### src/rtl/fifo_sync_param_pkg.sv
// Shared defaults for the synchronous FIFO and its RAM: word width, address
// width, watermark levels and the depth derived from the address width.
package fifo_sync_param_pkg;

    localparam int DEF_DATA_W   = 8;
    localparam int DEF_ADDR_W   = 5;
    localparam int DEF_AF_LEVEL = 28;
    localparam int DEF_AE_LEVEL = 4;

    function automatic int fifo_depth(input int addr_w);
        return 1 << addr_w;
    endfunction

endpackage

### src/rtl/fifo_sync_param_ram_dp_sync.sv
// Simple dual-port RAM: one write port and one registered, enabled read port.
// The storage and the read register have no reset.
module ram_dp_sync
    import fifo_sync_param_pkg::*;
#(
    parameter int DATA_W = DEF_DATA_W,
    parameter int ADDR_W = DEF_ADDR_W
) (
    input  logic              clk,
    input  logic              we,
    input  logic [ADDR_W-1:0] waddr,
    input  logic [DATA_W-1:0] wdata,
    input  logic              re,
    input  logic [ADDR_W-1:0] raddr,
    output logic [DATA_W-1:0] rdata
);

    localparam int DEPTH = fifo_depth(ADDR_W);

    logic [DATA_W-1:0] mem [DEPTH];
    logic [DATA_W-1:0] rd_data_q;

    // NOTE: memory arrays get no reset so they map onto RAM macros; contents are undefined until written.
    always_ff @(posedge clk) begin
        if (we) begin
            mem[waddr] <= wdata;
        end
        if (re) begin
            rd_data_q <= mem[raddr];
        end
    end

    assign rdata = rd_data_q;

endmodule

### src/rtl/fifo_sync_param.sv
// Parametrised synchronous FIFO with wrap-bit pointers, occupancy count,
// watermark flags and sticky overflow/underflow errors.
module fifo_sync_param
    import fifo_sync_param_pkg::*;
#(
    parameter int DATA_W   = DEF_DATA_W,
    parameter int ADDR_W   = DEF_ADDR_W,
    parameter int AF_LEVEL = DEF_AF_LEVEL,
    parameter int AE_LEVEL = DEF_AE_LEVEL
) (
    input  logic              Clk,
    input  logic              Rst_n,
    input  logic              Clr,
    input  logic              Wr_en,
    input  logic [DATA_W-1:0] Wr_data,
    input  logic              Rd_en,
    output logic [DATA_W-1:0] Rd_data,
    output logic              Rd_valid,
    output logic              Empty,
    output logic              Full,
    output logic              Almost_full,
    output logic              Almost_empty,
    output logic [ADDR_W:0]   Count,
    output logic              Overflow,
    output logic              Underflow
);

    localparam logic [ADDR_W:0] PTR_ONE = (ADDR_W+1)'(1);
    localparam logic [ADDR_W:0] AF_THR  = (ADDR_W+1)'(AF_LEVEL);
    localparam logic [ADDR_W:0] AE_THR  = (ADDR_W+1)'(AE_LEVEL);

    logic [ADDR_W:0]   wr_ptr_q, wr_ptr_d;
    logic [ADDR_W:0]   rd_ptr_q, rd_ptr_d;
    logic              overflow_q, overflow_d;
    logic              underflow_q, underflow_d;
    logic              rd_valid_q, rd_valid_d;
    logic              has_rd_q, has_rd_d;
    logic              wr_accept, rd_accept;
    logic [DATA_W-1:0] ram_rdata;

    // Flags look only at the registered pointers, never at this cycle's requests.
    assign Empty = (wr_ptr_q == rd_ptr_q);
    assign Full  = (wr_ptr_q[ADDR_W-1:0] == rd_ptr_q[ADDR_W-1:0]) &&
                   (wr_ptr_q[ADDR_W] != rd_ptr_q[ADDR_W]);
    assign Count        = wr_ptr_q - rd_ptr_q;
    assign Almost_full  = (Count >= AF_THR);
    assign Almost_empty = (Count <= AE_THR);

    assign wr_accept = Wr_en & ~Full  & ~Clr;
    assign rd_accept = Rd_en & ~Empty & ~Clr;

    // NOTE: every always_comb output gets a default first, so no path can infer a latch.
    always_comb begin
        wr_ptr_d    = wr_ptr_q;
        rd_ptr_d    = rd_ptr_q;
        overflow_d  = overflow_q;
        underflow_d = underflow_q;
        rd_valid_d  = 1'b0;
        has_rd_d    = has_rd_q;
        if (Clr) begin
            wr_ptr_d    = '0;
            rd_ptr_d    = '0;
            overflow_d  = 1'b0;
            underflow_d = 1'b0;
        end else begin
            if (wr_accept) begin
                wr_ptr_d = wr_ptr_q + PTR_ONE;
            end
            if (rd_accept) begin
                rd_ptr_d   = rd_ptr_q + PTR_ONE;
                rd_valid_d = 1'b1;
                has_rd_d   = 1'b1;
            end
            if (Wr_en && Full) begin
                overflow_d = 1'b1;
            end
            if (Rd_en && Empty) begin
                underflow_d = 1'b1;
            end
        end
    end

    // NOTE: sequential state uses non-blocking assignments so all flops update together at the edge.
    always_ff @(posedge Clk or negedge Rst_n) begin
        if (!Rst_n) begin
            wr_ptr_q    <= '0;
            rd_ptr_q    <= '0;
            overflow_q  <= 1'b0;
            underflow_q <= 1'b0;
            rd_valid_q  <= 1'b0;
            has_rd_q    <= 1'b0;
        end else begin
            wr_ptr_q    <= wr_ptr_d;
            rd_ptr_q    <= rd_ptr_d;
            overflow_q  <= overflow_d;
            underflow_q <= underflow_d;
            rd_valid_q  <= rd_valid_d;
            has_rd_q    <= has_rd_d;
        end
    end

    ram_dp_sync #(
        .DATA_W(DATA_W),
        .ADDR_W(ADDR_W)
    ) u_ram (
        .clk  (Clk),
        .we   (wr_accept),
        .waddr(wr_ptr_q[ADDR_W-1:0]),
        .wdata(Wr_data),
        .re   (rd_accept),
        .raddr(rd_ptr_q[ADDR_W-1:0]),
        .rdata(ram_rdata)
    );

    // The RAM read register is unreset, so Rd_data reads zero until the first accepted read.
    assign Rd_data   = has_rd_q ? ram_rdata : '0;
    assign Rd_valid  = rd_valid_q;
    assign Overflow  = overflow_q;
    assign Underflow = underflow_q;

endmodule

### config.mk
export PLATFORM = sky130hd
export DESIGN_NAME = fifo_sync_param
export DESIGN_NICKNAME = d
export VERILOG_FILES = /design/src/rtl/fifo_sync_param_pkg.sv /design/src/rtl/fifo_sync_param_ram_dp_sync.sv /design/src/rtl/fifo_sync_param.sv
export SDC_FILE = /design/constraint.sdc
export NUM_CORES = 1
export LEC_CHECK = 0
export CORE_AREA = 10 10 139 173
export DETAILED_ROUTE_END_ITERATION = 8
export DIE_AREA = 0 0 149 183
export GPL_TIMING_DRIVEN = 0
export HOLD_SLACK_MARGIN = 0.1
export PLACE_DENSITY = 0.74
export SKIP_CTS_REPAIR_TIMING = 1
export SLEW_MARGIN = 20
export SYNTH_ARGS = -nofsm -noshare
export SYNTH_HDL_FRONTEND = slang
export SYNTH_HIERARCHICAL = 1
export SYNTH_SLANG_ARGS = --single-unit
### constraint.sdc
create_clock -name Clk -period 2.7 [get_ports Clk]
set_input_delay 0.54 -clock Clk [delete_from_list [all_inputs] [get_ports Clk]]
set_output_delay 0.54 -clock Clk [all_outputs]
set_load 0.03 [all_outputs]
; ---- After elaboration in Yosys (flattened, before gate mapping)
; Memory sizes are Yosys's and may differ from the RTL's. A register that Yosys moved wholly into a read port is not among the register bits.
; Cells that the tools add are included.
[classes]
addsub = 3
multipliers = 0
div = 0
order_cmp = 2
n_eq_ne = 3
shift = 0
n_mux = 13
bitwise_logic = 7
reduce_logical = 8
[ops]
columns = operator, count
row1 = 6-bit two-way mux, 4
row2 = 6-bit by 1-bit adder with 6-bit output (second input constant), 2
row3 = 1-bit two-way mux, 8
row4 = 8-bit two-way mux, 1
row5 = 2-bit nonzero test, 4
row6 = 6-bit == test, 1
row7 = 6-bit by 5-bit greater-or-equal comparator with 1-bit output (second input constant), 1
row8 = 6-bit by 3-bit less-or-equal comparator with 1-bit output (second input constant), 1
row9 = 6-bit subtractor, 1
row10 = 5-bit == test, 1
row11 = 1-bit AND, 4
row12 = 1-bit logical AND, 3
row13 = 1-bit NOT, 3
row14 = 2-bit AND reduction, 1
row15 = 1-bit != test, 1
[totals]
ff_bits = 16
latchBits = 0
ramBits = 256
rom_bits = 0
in_bits = 13
out_inout_bits = 21
elab_cells = 43
mem_count = 1
[mem_list]
columns = name, depth, width, read_ports, rd_ports_with_merged_regs, write_ports, line_no
row1 = u_ram.mem, 32, 8, 1, 1, 1, fifo_sync_param_ram_dp_sync.sv:20  ; logic [DATA_W-1:0] mem [DEPTH];

; ---- Logic depth before layout (Yosys ltp)
; Gate-level depths: netlist (run 1).
[depth]
ltp_word = 7
mapped_depth = 8
mapped_depth_nobuf = 8

; ---- By module
; Netlist (run 1), hierarchy kept.
[modules_own_cells]
columns = module, n_inst, cells_each, area_each_um2, seq_area_each_um2
row1 = ram_dp_sync, 1, 417, 10133.5, 7927.6
row2 = fifo_sync_param, 1, 115, 1043.5, 400.4

; ---- Worst setup path after synthesis (run 1)
; Ideal clock, no wire load.
[synth_path]
kind = register to register
start = reg wr_ptr_q[3]
end = mem u_ram/mem[0][0] (netlist name) (enable)
setup_ns = 0.370
arrival_time_ns = 2.644
required_ns = 2.330
path_slack_ns = -0.315
stages_incl_launch_ff = 8
path_buffers = 1
synth_period_minus_slack_ns = 3.015
cell_sequence = dfrtp_1 > ha_1 > and4_1 > and3_1 > nor3_1 > or3b_2 > clkbuf_1 > nor2_1
[synth_between]
elab_chain_cells = 7
[synth_lines]
columns = element, line_no
row1 = from (decl), fifo_sync_param.sv:32  ; logic [ADDR_W:0] wr_ptr_q, wr_ptr_d;
row2 = from (signal assigned), fifo_sync_param.sv:93  ; wr_ptr_q <= wr_ptr_d;
row3 = 5-bit == test, fifo_sync_param.sv:43  ; assign Full = (wr_ptr_q[ADDR_W-1:0] == rd_ptr_q[ADDR_W-1:0]) &&
row4 = 1-bit logical AND, fifo_sync_param.sv:43
row5 = named net Full, fifo_sync_param.sv:20  ; output logic Full,
row6 = 1-bit NOT, fifo_sync_param.sv:49  ; assign wr_accept = Wr_en & ~Full & ~Clr;
row7 = 1-bit AND (2 in series), fifo_sync_param.sv:49
row8 = named net wr_accept, fifo_sync_param.sv:38  ; logic wr_accept, rd_accept;
row9 = 1-bit two-way mux, fifo_sync_param_ram_dp_sync.sv:25  ; if (we) begin
row10 = 1-bit two-way mux (implied by the code), fifo_sync_param_ram_dp_sync.sv:26  ; mem[waddr] <= wdata;
row11 = to (decl), fifo_sync_param_ram_dp_sync.sv:20
; The timed path passes the listed nets, and every way through them passes these cells.

; ---- Worst setup path in the final report (run 1)
[layout_path]
start = reg wr_ptr_q[3]
end = out Almost_empty
[layout_between]
elab_chain_cells = 2
[layout_lines]
columns = element, line_no
row1 = 6-bit subtractor, fifo_sync_param.sv:45  ; assign Count = wr_ptr_q - rd_ptr_q;
row2 = 6-bit by 3-bit less-or-equal comparator with 1-bit output, fifo_sync_param.sv:47  ; assign Almost_empty = (Count <= AE_THR);
row3 = to (decl), fifo_sync_param.sv:22  ; output logic Almost_empty,
; No other way between the ends.

==> impl_metrics.py, run 1 <==
metrics = {
    "yosys": {
        "synth.largest_area_cell": "edfxtp_1",
        "yosysMostFrequentCell": "edfxtp_1",
        "number_of_warnings_issued_by_yosys": 6,
        "synth_top_cell_area_share_pct": 70.9,
        "synth_seq_cells": 280,
        "asyncSetResetFlopFracSynth_pct": 5.71,
        "synthesis.instances": 532,
        "number_of_nets_produced_by_synthesis": 553,
        "syn-cell-area_sq_mm": 0.0112,
        "synth.distinct_cells": 40,
        "synth_area_leaders": "edfxtp_1, mux4_2, dfrtp_1, nor2_1, mux2_2",
        "yosysSeqAreaShare_pct": 74.5,
        "synth_top_flop_cell": "edfxtp_1",
        "post_synth_most_frequent_cells": "edfxtp_1, mux4_2, nor2_1",
        "post_synth_edffs": 264,
        "postSynthAreaPerCell_sq_um": 21.0,
    },
    "critical_path": {
        "rr_startpoint": "wr_ptr_q[3]",
        "worstPathRequired_ps": 2160,
        "critPathLaunch": "wr_ptr_q[3]",
        "critPathCaptureType": "output port",
        "cp_max_fo": 8,
        "timing_worst_setup_path_type": "reg2out",
        "critPathArrivalTime_ps": 2550,
        "setup.worst_path.start_class": "flop",
    },
    "routing": {
        "met1_length_microns": 9130,
        "first_iter_violations": 471,
        "postRouteAntennaNets": 0,
        "route.met3.wl_microns": 1520,
        "top_layer": "met4",
        "via_count": 5581,
        "route.met2.wl_microns": 13000,
        "drt-vias-per-instance": 6.07,
        "drt-pass1-iter-count": 4,
        "route.final.wire_length_microns": 24300,
        "detail_route.drc_violations": 0,
        "avgRoutedWirePerCell_microns": 26.4,
    },
    "sta": {
        "clock.fmax_mhz": 324,
        "timing.final.crit_period_ps": 3090,
        "worst_clock_skew_ps": 4.94,
        "transition_time_at_the_pin_with_the_least_slew_margin_ps": 1110,
        "rsz0062_at_grt": "yes",
        "final_max_slew_viol_count": 0,
        "final-hold-violation-count": 0,
        "slew-limit-headroom_pct": 25.8,
        "report.final.setup_viol": 58,
        "final_min_period_over_clock_period_pct": 114,
        "layout_setup_ws_ps": -390,
    },
    "clock_network": {
        "worstSkewPairLatency_ps": 520,
        "ctsLongestPathBuffers": 3,
        "numClockSinks": 280,
        "cts_root_buffer": "clkbuf_16",
        "h_tree_level_count": 1,
        "cts.clk_slew.worst_paths_ps": 60,
        "numCtsBuffers": 26,
        "cts_tree": "done",
    },
    "cells_and_area": {
        "stdcell_count": 920,
        "synthToLayoutAreaGrowth_pct": 19.9,
        "design.final.nets": 647,
        "regArea_sq_mm": 0.00834,
        "insertedDiodeCount": 0,
        "fillCellCount": 1343,
        "drive_above_1_share_pct": 40.4,
        "multi_input_area_sq_mm": 0.00306,
    },
    "place": {
        "dp_hpwl_microns": 15100,
        "port_buffers": 32,
        "gp_routability_congestion": 0.834,
        "dp_cells": 838,
    },
    "global_routing": {
        "number_of_antenna_violations_at_the_first_check_in_global_routing": 0,
        "grt_pass1_vias": 5681,
        "grt.overflow.total": 0,
        "aggregate_global_route_resource_usage_pct": 17.1,
        "largest_net_degree_at_the_start_of_global_routing": 33,
        "grt_first_pass_wirelength_microns": 35300,
    },
    "floorplan": {
        "floorplan.die_area_sq_mm": 0.0273,
        "io_pins": 34,
        "fp.coreArea_sq_mm": 0.0207,
        "chipHeight_microns": 183,
        "core.rowCount": 59,
        "die_x_microns": 149,
        "starting_density_pct": 54.1,
    },
    "pwr": {
        "internal_power_mw": 7.90,
        "clock_power_share_pct": 38.2,
        "power.density_cell_area_mw_per_mm2": 765,
        "switching_share_pct": 22.9,
        "power.static_leakage_nw": 4.26,
        "total_power_mw": 10.2,
        "switching_power_mw": 2.34,
        "worst_ir_drop_vdd_v": 0.000640,
        "comb_power_share_pct": 14.7,
        "seq_power_share_pct": 47.1,
    },
    "min_path": {
        "worst_min_delay_path_category": "in2reg",
        "hold_path.startpoint": "Clr",
    },
    "status": {
        "outcome": "finished with violations",
        "violations_in_the_final_reports": "setup timing",
    },
    "job": {
        "max-cap-violations": 0,
    },
}
## power groups by stage
stage          Combinational, mW  Sequential, mW  Clock, mW
6_report                    1.50            4.83       3.92
5_1_grt                     1.59            4.83       4.14
4_1_cts                     1.42            4.83       3.97
3_5_place_dp                1.40            4.92          0
3_3_place_gp                1.37            4.92          0
2_1_floorplan              0.945            4.92          0
## cells by family after synthesis
kind of cell             synth area share, %
AND/OR/NAND/NOR                         4.05
XOR/XNOR                                1.09
buffers and inverters                   1.35
AO/OA/AOI/OAI                           1.11
adder cells (fa/ha/maj)                0.963
multiplexers                            16.9
flip-flops                              74.5
## cell type report
class	instances	area share, %
inverter	10	0.318
clock buffer	30	5.13
clock inverter	18	1.79
tap	274	2.56
timing repair buffer	66	4.01
sequential	280	62.2
buffer	22	1.11
multi-input combinational	220	22.9
## sequential cells by signal (all words and copies together) (netlist names)
name	cells
Overflow	1
Underflow	1
u_ram/rdata	8
has_rd_q	1
wr_ptr_q	6
Rd_valid	1
u_ram/mem	256
rd_ptr_q	6
## through the flow
step           hold WS [ps]  area (sq um)  TNS, ps  util [%]  setup slack, ps
2_1_floorplan           244         11300        0         -             3.82
3_3_place_gp            484         11900   -79750      57.7             -443
3_5_place_dp            495         11900  -102810      57.7             -575
4_1_cts                 380         12900  -113900      62.2            -1110
5_1_grt                 437         13400   -13390      64.8             -444
6_report                411         13400    -1700      64.8             -390
## layer usage
| metal | track usage [%] | vias to the layer above |
|---|---|---|
| met3 | 2.88 | 41 |
| met1 | 21.9 | 2957 |
| met4 | 4.92 | 0 |
| met2 | 29.6 | 209 |
| li1 | - | 2374 |
| met5 | 0 | - |
## worst max-delay path, stage by stage, from the launching register on
cell and delay (ps):
dfrtp_2 500, ha_4 330, o21ai_1 90, a21oi_2 150, nor4_1 70, a311o_1 350
a2111oi_4 360, buf_6 180
## path summary, 6_finish.rpt
kind / slack (ps) / depth (start not counted) / to
worst max-delay path: -390 / 7 / Almost_empty
worst min-delay path: 410 / 2 / Underflow
worst max register to register: -30 / 8 / u_ram/mem[1][3]
worst min register to register: 510 / 2 / Underflow
max in group asynchronous: 1720 / 1 / wr_ptr_q[3]
min in group asynchronous: 460 / 1 / Underflow
## cells in the final DEF, fill, tap and decap left out, types with 6 or more instances in the layout
| master | count |
|---|---|
| clkbuf_16 | 27 |
| bufinv_16 | 6 |
| buf_6 | 7 |
| buf_2 | 12 |
| nand2_1 | 7 |
| mux4_2 | 80 |
| a21oi_1 | 6 |
| clkinv_1 | 6 |
| dfrtp_2 | 8 |
| mux2_2 | 8 |
| dfrtp_1 | 8 |
| buf_4 | 36 |
| nor2_1 | 17 |
| clkdlybuf4s50_1 | 15 |
| clkbuf_2 | 8 |
| and2_1 | 8 |
| nor2_4 | 29 |
| edfxtp_1 | 264 |
| xor2_1 | 6 |
No activity file was read; power rests on OpenSTA's default activity.
==> inputs of run 2 (changes only) <==
Settings changed: HOLD_SLACK_MARGIN 0.1 to 0.02.
==> results of run 2 <==
The final DEF is identical to that of run 1; final timing and power are the same.
